## src/rtl/grf_wb_port_pkg.sv

```systemverilog
// ---------------------------------------------------------------------------
// grf_wb_port_pkg
//   Shared definitions for the general register file / writeback port.
//   - REG_ZERO, REG_RA : well-known register numbers ($0, $ra)
//   - GRF_DEPTH        : architectural register count
//   - rd_src_e         : source selected by a read port
//   - rd_src_sel()     : read-port priority (zero > bypass > array)
// ---------------------------------------------------------------------------
package grf_wb_port_pkg;

   localparam logic [4:0] REG_ZERO  = 5'd0;
   localparam logic [4:0] REG_RA    = 5'd31;
   localparam int         GRF_DEPTH = 32;

   typedef enum logic [1:0] {
      RD_SRC_ZERO   = 2'd0,
      RD_SRC_BYPASS = 2'd1,
      RD_SRC_ARRAY  = 2'd2
   } rd_src_e;

   // $0 always wins; a same-cycle write to the addressed register is
   // forwarded ahead of the (still stale) array contents.
   function automatic rd_src_e rd_src_sel(input logic addr_is_zero,
                                          input logic wr_hit);
      rd_src_e src;
      if (addr_is_zero) begin
         src = RD_SRC_ZERO;
      end else if (wr_hit) begin
         src = RD_SRC_BYPASS;
      end else begin
         src = RD_SRC_ARRAY;
      end
      return src;
   endfunction

endpackage

```

## src/rtl/grf_wb_port_read_mux.sv

```systemverilog
// ---------------------------------------------------------------------------
// grf_read_mux
//   Combinational select for one register-file read port.
//   Ports:
//     rd_addr_i   : register number being read
//     wr_en_i     : W-stage write enable
//     wr_addr_i   : W-stage write register number
//     wr_data_i   : W-stage write data
//     arr_data_i  : array contents at rd_addr_i
//     rd_data_o   : selected read data
// ---------------------------------------------------------------------------
module grf_read_mux
   import grf_wb_port_pkg::*;
#(
   parameter int DATA_W = 32,
   parameter int ADDR_W = 5
) (
   input  logic [ADDR_W-1:0] rd_addr_i,
   input  logic              wr_en_i,
   input  logic [ADDR_W-1:0] wr_addr_i,
   input  logic [DATA_W-1:0] wr_data_i,
   input  logic [DATA_W-1:0] arr_data_i,
   output logic [DATA_W-1:0] rd_data_o
);

   rd_src_e src;

   always_comb begin
      src = rd_src_sel(rd_addr_i == '0, wr_en_i && (wr_addr_i == rd_addr_i));
      rd_data_o = '0;
      case (src)
         RD_SRC_ZERO:   rd_data_o = '0;
         RD_SRC_BYPASS: rd_data_o = wr_data_i;
         RD_SRC_ARRAY:  rd_data_o = arr_data_i;
         default:       rd_data_o = '0;
      endcase
   end

endmodule

```

## src/rtl/grf_wb_port.sv

```systemverilog
// ---------------------------------------------------------------------------
// grf_wb_port
//   General register file at the consuming end of the W-stage write
//   interface, plus a one-entry commit trace and retired-write counter.
//   Ports:
//     clk, reset      : clock, asynchronous active-low reset
//     A1, A2          : D-stage read addresses
//     RD1, RD2        : combinational read data (with W->D bypass)
//     A3, WD, RegWrite: W-stage write address / data / enable
//     WPC             : PC of the W-stage instruction (trace only)
//     trace_valid     : pulses for one cycle after each commit edge
//     trace_pc/reg/data : fields of the most recent commit
//     wr_count        : number of commits since reset (wraps)
// ---------------------------------------------------------------------------
module grf_wb_port
   import grf_wb_port_pkg::*;
#(
   parameter int DATA_W = 32,
   parameter int ADDR_W = 5,
   parameter int CNT_W  = 32
) (
   input  logic              clk,
   input  logic              reset,
   input  logic [ADDR_W-1:0] A1,
   input  logic [ADDR_W-1:0] A2,
   output logic [DATA_W-1:0] RD1,
   output logic [DATA_W-1:0] RD2,
   input  logic [ADDR_W-1:0] A3,
   input  logic [DATA_W-1:0] WD,
   input  logic              RegWrite,
   input  logic [31:0]       WPC,
   output logic              trace_valid,
   output logic [31:0]       trace_pc,
   output logic [ADDR_W-1:0] trace_reg,
   output logic [DATA_W-1:0] trace_data,
   output logic [CNT_W-1:0]  wr_count
);

   localparam int             DEPTH   = 1 << ADDR_W;
   localparam logic [CNT_W-1:0] CNT_ONE = {{(CNT_W-1){1'b0}}, 1'b1};

   logic [DATA_W-1:0] regs_q [DEPTH];

   logic              tvalid_q, tvalid_d;
   logic [31:0]       tpc_q,    tpc_d;
   logic [ADDR_W-1:0] treg_q,   treg_d;
   logic [DATA_W-1:0] tdata_q,  tdata_d;
   logic [CNT_W-1:0]  cnt_q,    cnt_d;

   // Writes to $0 are dropped entirely: no array update, trace or count.
   logic commit;
   assign commit = RegWrite && (A3 != '0);

   // Register array. Entry 0 is cleared by reset and never written, so it
   // stays zero; the read muxes also force $0 reads to zero.
   always_ff @(posedge clk or negedge reset) begin
      if (!reset) begin
         for (int i = 0; i < DEPTH; i++) begin
            regs_q[i] <= '0;
         end
      end else if (commit) begin
         regs_q[A3] <= WD;
      end
   end

   always_comb begin
      tvalid_d = commit;
      tpc_d    = tpc_q;
      treg_d   = treg_q;
      tdata_d  = tdata_q;
      cnt_d    = cnt_q;
      if (commit) begin
         tpc_d   = WPC;
         treg_d  = A3;
         tdata_d = WD;
         cnt_d   = cnt_q + CNT_ONE;
      end
   end

   always_ff @(posedge clk or negedge reset) begin
      if (!reset) begin
         tvalid_q <= 1'b0;
         tpc_q    <= '0;
         treg_q   <= '0;
         tdata_q  <= '0;
         cnt_q    <= '0;
      end else begin
         tvalid_q <= tvalid_d;
         tpc_q    <= tpc_d;
         treg_q   <= treg_d;
         tdata_q  <= tdata_d;
         cnt_q    <= cnt_d;
      end
   end

   grf_read_mux #(
      .DATA_W (DATA_W),
      .ADDR_W (ADDR_W)
   ) u_rd1 (
      .rd_addr_i  (A1),
      .wr_en_i    (RegWrite),
      .wr_addr_i  (A3),
      .wr_data_i  (WD),
      .arr_data_i (regs_q[A1]),
      .rd_data_o  (RD1)
   );

   grf_read_mux #(
      .DATA_W (DATA_W),
      .ADDR_W (ADDR_W)
   ) u_rd2 (
      .rd_addr_i  (A2),
      .wr_en_i    (RegWrite),
      .wr_addr_i  (A3),
      .wr_data_i  (WD),
      .arr_data_i (regs_q[A2]),
      .rd_data_o  (RD2)
   );

   assign trace_valid = tvalid_q;
   assign trace_pc    = tpc_q;
   assign trace_reg   = treg_q;
   assign trace_data  = tdata_q;
   assign wr_count    = cnt_q;

endmodule

```

## config.mk

```make
export PLATFORM = sky130hd
export DESIGN_NAME = grf_wb_port
export DESIGN_NICKNAME = d
export VERILOG_FILES = /design/src/rtl/grf_wb_port_pkg.sv /design/src/rtl/grf_wb_port_read_mux.sv /design/src/rtl/grf_wb_port.sv
export SDC_FILE = /design/constraint.sdc
export NUM_CORES = 2
export LEC_CHECK = 0
export CORE_UTILIZATION = 40
export CTS_CLUSTER_SIZE = 40
export DETAILED_ROUTE_END_ITERATION = 7
export GPL_ROUTABILITY_DRIVEN = 0
export PLACE_DENSITY = 0.53
export SLEW_MARGIN = 20
export SYNTH_ARGS = -nofsm -noshare
export SYNTH_HDL_FRONTEND = slang
export SYNTH_HIERARCHICAL = 1
export SYNTH_SLANG_ARGS = --single-unit
```

## constraint.sdc

```tcl
create_clock -name clk -period 3.5 [get_ports clk]
set_clock_uncertainty 0.2 [all_clocks]
set_input_delay 0.7 -clock clk [delete_from_list [all_inputs] [get_ports clk]]
set_output_delay 0.7 -clock clk [all_outputs]
set_load 0.02 [all_outputs]
```

==> results.sh <==
export IMPL_port_buffers=247
export IMPL_yosys_cell_types_count=37
export IMPL_cts_made_buffers=136
export IMPL_hpwlAfterDp_mm=149
export IMPL_p_sw_mw=12.1
export IMPL_design_die_area_sq_um=153000
export IMPL_timing_hold_worst_start="regs_q[1005]$_DFFE_PN0P_"
export IMPL_power_ir_vdd_worst_v=0.000479
export IMPL_cp_data_required_time_ns=2.60
export IMPL_hold_path_class="reg2reg"
export IMPL_nets=5856
export IMPL_grt_use_total=0.299
export IMPL_pwr_density_cell_nw_per_um2=534
export IMPL_worstPathMaxFanout=19
export IMPL_worst_setup_path_class="in2out"
export IMPL_synth_most_common_cell="dfrtp_1"
export IMPL_yosysWarnings=6
export IMPL_swShare=0.295
export IMPL_cts_root_buf="clkbuf_16"
export IMPL_rsz0062_at_grt="true"
export IMPL_p_int_mw=28.8
export IMPL_global_route_overflow_total=0
export IMPL_avgSynthCellArea_sq_um=11.5
export IMPL_worst_setup_hold_path_clk_slew_ns=0.05
export IMPL_die_h_um=391
export IMPL_worstSkewPairLatency_ns=0.79
export IMPL_finalWirelength_mm=233
export IMPL_setup_worst_path_start="A2[2]"
export IMPL_max_freq_mhz=284
export IMPL_route_detailed_vias_per_inst=5.89
export IMPL_placed_cells=7584
export IMPL_tightest_slew_ns=0.755
export IMPL_layout_setup_ws_ns=-0.0173
export IMPL_wl_per_cell_um=29.5
export IMPL_synth_edf_count=0
export IMPL_dr_pass1_iters=5
export IMPL_finalHoldViolations=0
export IMPL_regMostFlops="regs_q"
export IMPL_boundaryPins=248
export IMPL_sequential_element_share_of_the_synthesized_area=0.465
export IMPL_critPathArrivalTime_ns=2.62
export IMPL_grt_pass1_vias=46788
export IMPL_drv_slew=0
export IMPL_crit_path_start_kind="input port"
export IMPL_netlist_area_pre_place_sq_um=60600
export IMPL_cts_tree="done"
export IMPL_p_leak_nw=36.1
export IMPL_synth_area_top_cells="dfrtp_1 46%, mux2_2 18%, mux2i_1 17%"
export IMPL_synth_async_reset_ratio=1.00
export IMPL_postLayoutCoreUtil=0.509
export IMPL_critPathCaptureType="primary output"
export IMPL_final_setup_tns_ns=-0.0202
export IMPL_synth_fp_nets=5350
export IMPL_sink_count_of_the_clock_tree=1126
export IMPL_failing_checks="setup timing"
export IMPL_die_width_um=391
export IMPL_count_of_mapped_cells_out_of_synthesis=5267
export IMPL_drt_first_iter_violations=3749
export IMPL_wire_length_of_the_first_global_routing_pass_mm=335
export IMPL_minimum_setup_slack_after_placement_ns=-1.60
export IMPL_comb_power_share=0.215
export IMPL_finalSetupViolCount=2
export IMPL_largest_register_ffs=1024
export IMPL_status="finished with violations"
export IMPL_min_period_over_period=1.00
export IMPL_starting_density=0.404
export IMPL_part_of_the_power_in_registers=0.422
export IMPL_critical_path_max_stage_delay_ns=0.29
export IMPL_max_clock_path_buffers=3
export IMPL_post_route_cells_drive_above_1_share=0.356
export IMPL_cp_cell_sequence="buf_4, nor2b_4, buf_12, buf_12, a22oi_1, a31oi_1, nand3_1, nand2_1, o21ai_1, buf_4, buf_6"
export IMPL_route_vias_total=46501
export IMPL_regToRegStartpoint="wr_count[0]$_DFFE_PN0P_"
export IMPL_antenna_violations_before_repair=4
export IMPL_syn2layout_area_growth_pct=26.1
export IMPL_synth_top_area_share=0.465
export IMPL_ys_ff_latch=1126
export IMPL_fin_cells=7901
export IMPL_synth_main_ff_cell="dfrtp_1"
export IMPL_core_rowCount=142
export IMPL_yosys_area_top_type="dfrtp_1"
export IMPL_remaining_drc_errors=0
export IMPL_maxCapViolations=0
export IMPL_route_antenna_remaining_nets=0
export IMPL_grt_start_max_net_pins=79
export IMPL_power_share_clock=0.363
export IMPL_clock_tree_htree_level_count=4
export IMPL_max_slew_margin=0.493
export IMPL_final_worst_path_period_need_ns=3.52
export IMPL_synthTopCellsByCount="1126 x dfrtp_1, 1024 x mux2i_1, 992 x mux2_2, 490 x nand2_1, 273 x clkbuf_1"
export IMPL_design_core_area_sq_um=150000
export IMPL_slowest_cell_on_the_critical_path="nor2b_4"
-- cell type report --
class / count / area [sq um]
fillers: 13325 / 73700
multi-input cells: 3615 / 31200
flip-flops and latches: 1126 / 28200
repair buffers: 889 / 9930
clock buffers: 205 / 4100
well taps: 2016 / 2520
clock inverters: 41 / 543
inverters: 5 / 20.0
diodes: 4 / 10.0
-- worst paths after layout --
path	to	slack, ns	depth (start not counted)
worst max register to register	wr_count[22]$_DFFE_PN0P_	1.27	8
worst min register to register	regs_q[1005]$_DFFE_PN0P_	0.20	0
worst max-delay path	RD2[11]	-0.02	11
max in group asynchronous	regs_q[218]$_DFFE_PN0P_	1.73	3
min in group asynchronous	regs_q[739]$_DFFE_PN0P_	0.29	2
worst min-delay path	regs_q[1005]$_DFFE_PN0P_	0.20	0
-- power groups by stage --
stage / sequential (mW) / combinational [mW] / clock (mW)
6_report: 17.2 / 8.78 / 14.8
3_3_place_gp: 17.3 / 8.40 / 0
4_1_cts: 17.2 / 8.63 / 15.1
3_5_place_dp: 17.4 / 8.46 / 0
2_1_floorplan: 17.0 / 5.33 / 0
5_1_grt: 17.5 / 9.41 / 15.6
-- through the flow --
| step | power [mW] | cell area, sq um | hold slack [ns] |
|---|---|---|---|
| after global routing | 42.6 | 76500 | 0.207 |
| after CTS | 40.9 | 75900 | 0.184 |
| after floorplan | 22.3 | 60600 | 0.204 |
| final | 40.8 | 76500 | 0.197 |
| after detailed placement | 25.8 | 70100 | 0.188 |
| after global placement | 25.7 | 70100 | 0.184 |
-- per-layer routing --
layer  up-vias  track usage  part of all wire
li1      20201            -                 -
met1     24238        0.428              0.45
met2      1695        0.452              0.44
met3       363       0.0597             0.075
met4         4       0.0955             0.031
met5         -            0          0.000090
-- cells by family (layout without fill, tap and decap cells) --
group / after synthesis / after routing / share of synthesized area
multiplexers: 2016 / 2016 / 0.353
flip-flops: 1126 / 1126 / 0.465
AND/OR/NAND/NOR: 911 / 913 / 0.0679
AO/OA/AOI/OAI: 644 / 644 / 0.0708
buffers and inverters: 528 / 1140 / 0.0371
XOR/XNOR: 41 / 41 / 0.00592
adder cells (fa/ha/maj): 1 / 1 / 0.000206
other: 0 / 4 / 0
-- cell usage in the layout (no fill, tap or decap), types with 150 or more instances in the layout --
| cell | n |
|---|---|
| buf_12 | 164 |
| clkbuf_16 | 150 |
| a22oi_1 | 189 |
| buf_4 | 428 |
| clkdlybuf4s50_1 | 168 |
| dfrtp_1 | 1126 |
| nand2_1 | 466 |
| nand3_1 | 184 |
| mux2_2 | 992 |
| a21oi_1 | 191 |
| mux2i_1 | 1011 |
-- worst max-delay path: cells and delay by family --
family          cells  cell delay (ns)
simple gates        3             0.66
buf+inv             5             0.84
compound gates      3             0.39
-- repair_timing --
action | in CTS | in global routing
hold buffers | 1 | 0
setup buffers | 46 | 12
setup endpoints to repair | 64 | 63
pin swaps | 33 | 36
resized for setup | 487 | 116
endpoints found under the hold margin | 29 | 0
gates cloned | 10 | 8
Power figures use the tool's default switching activity.
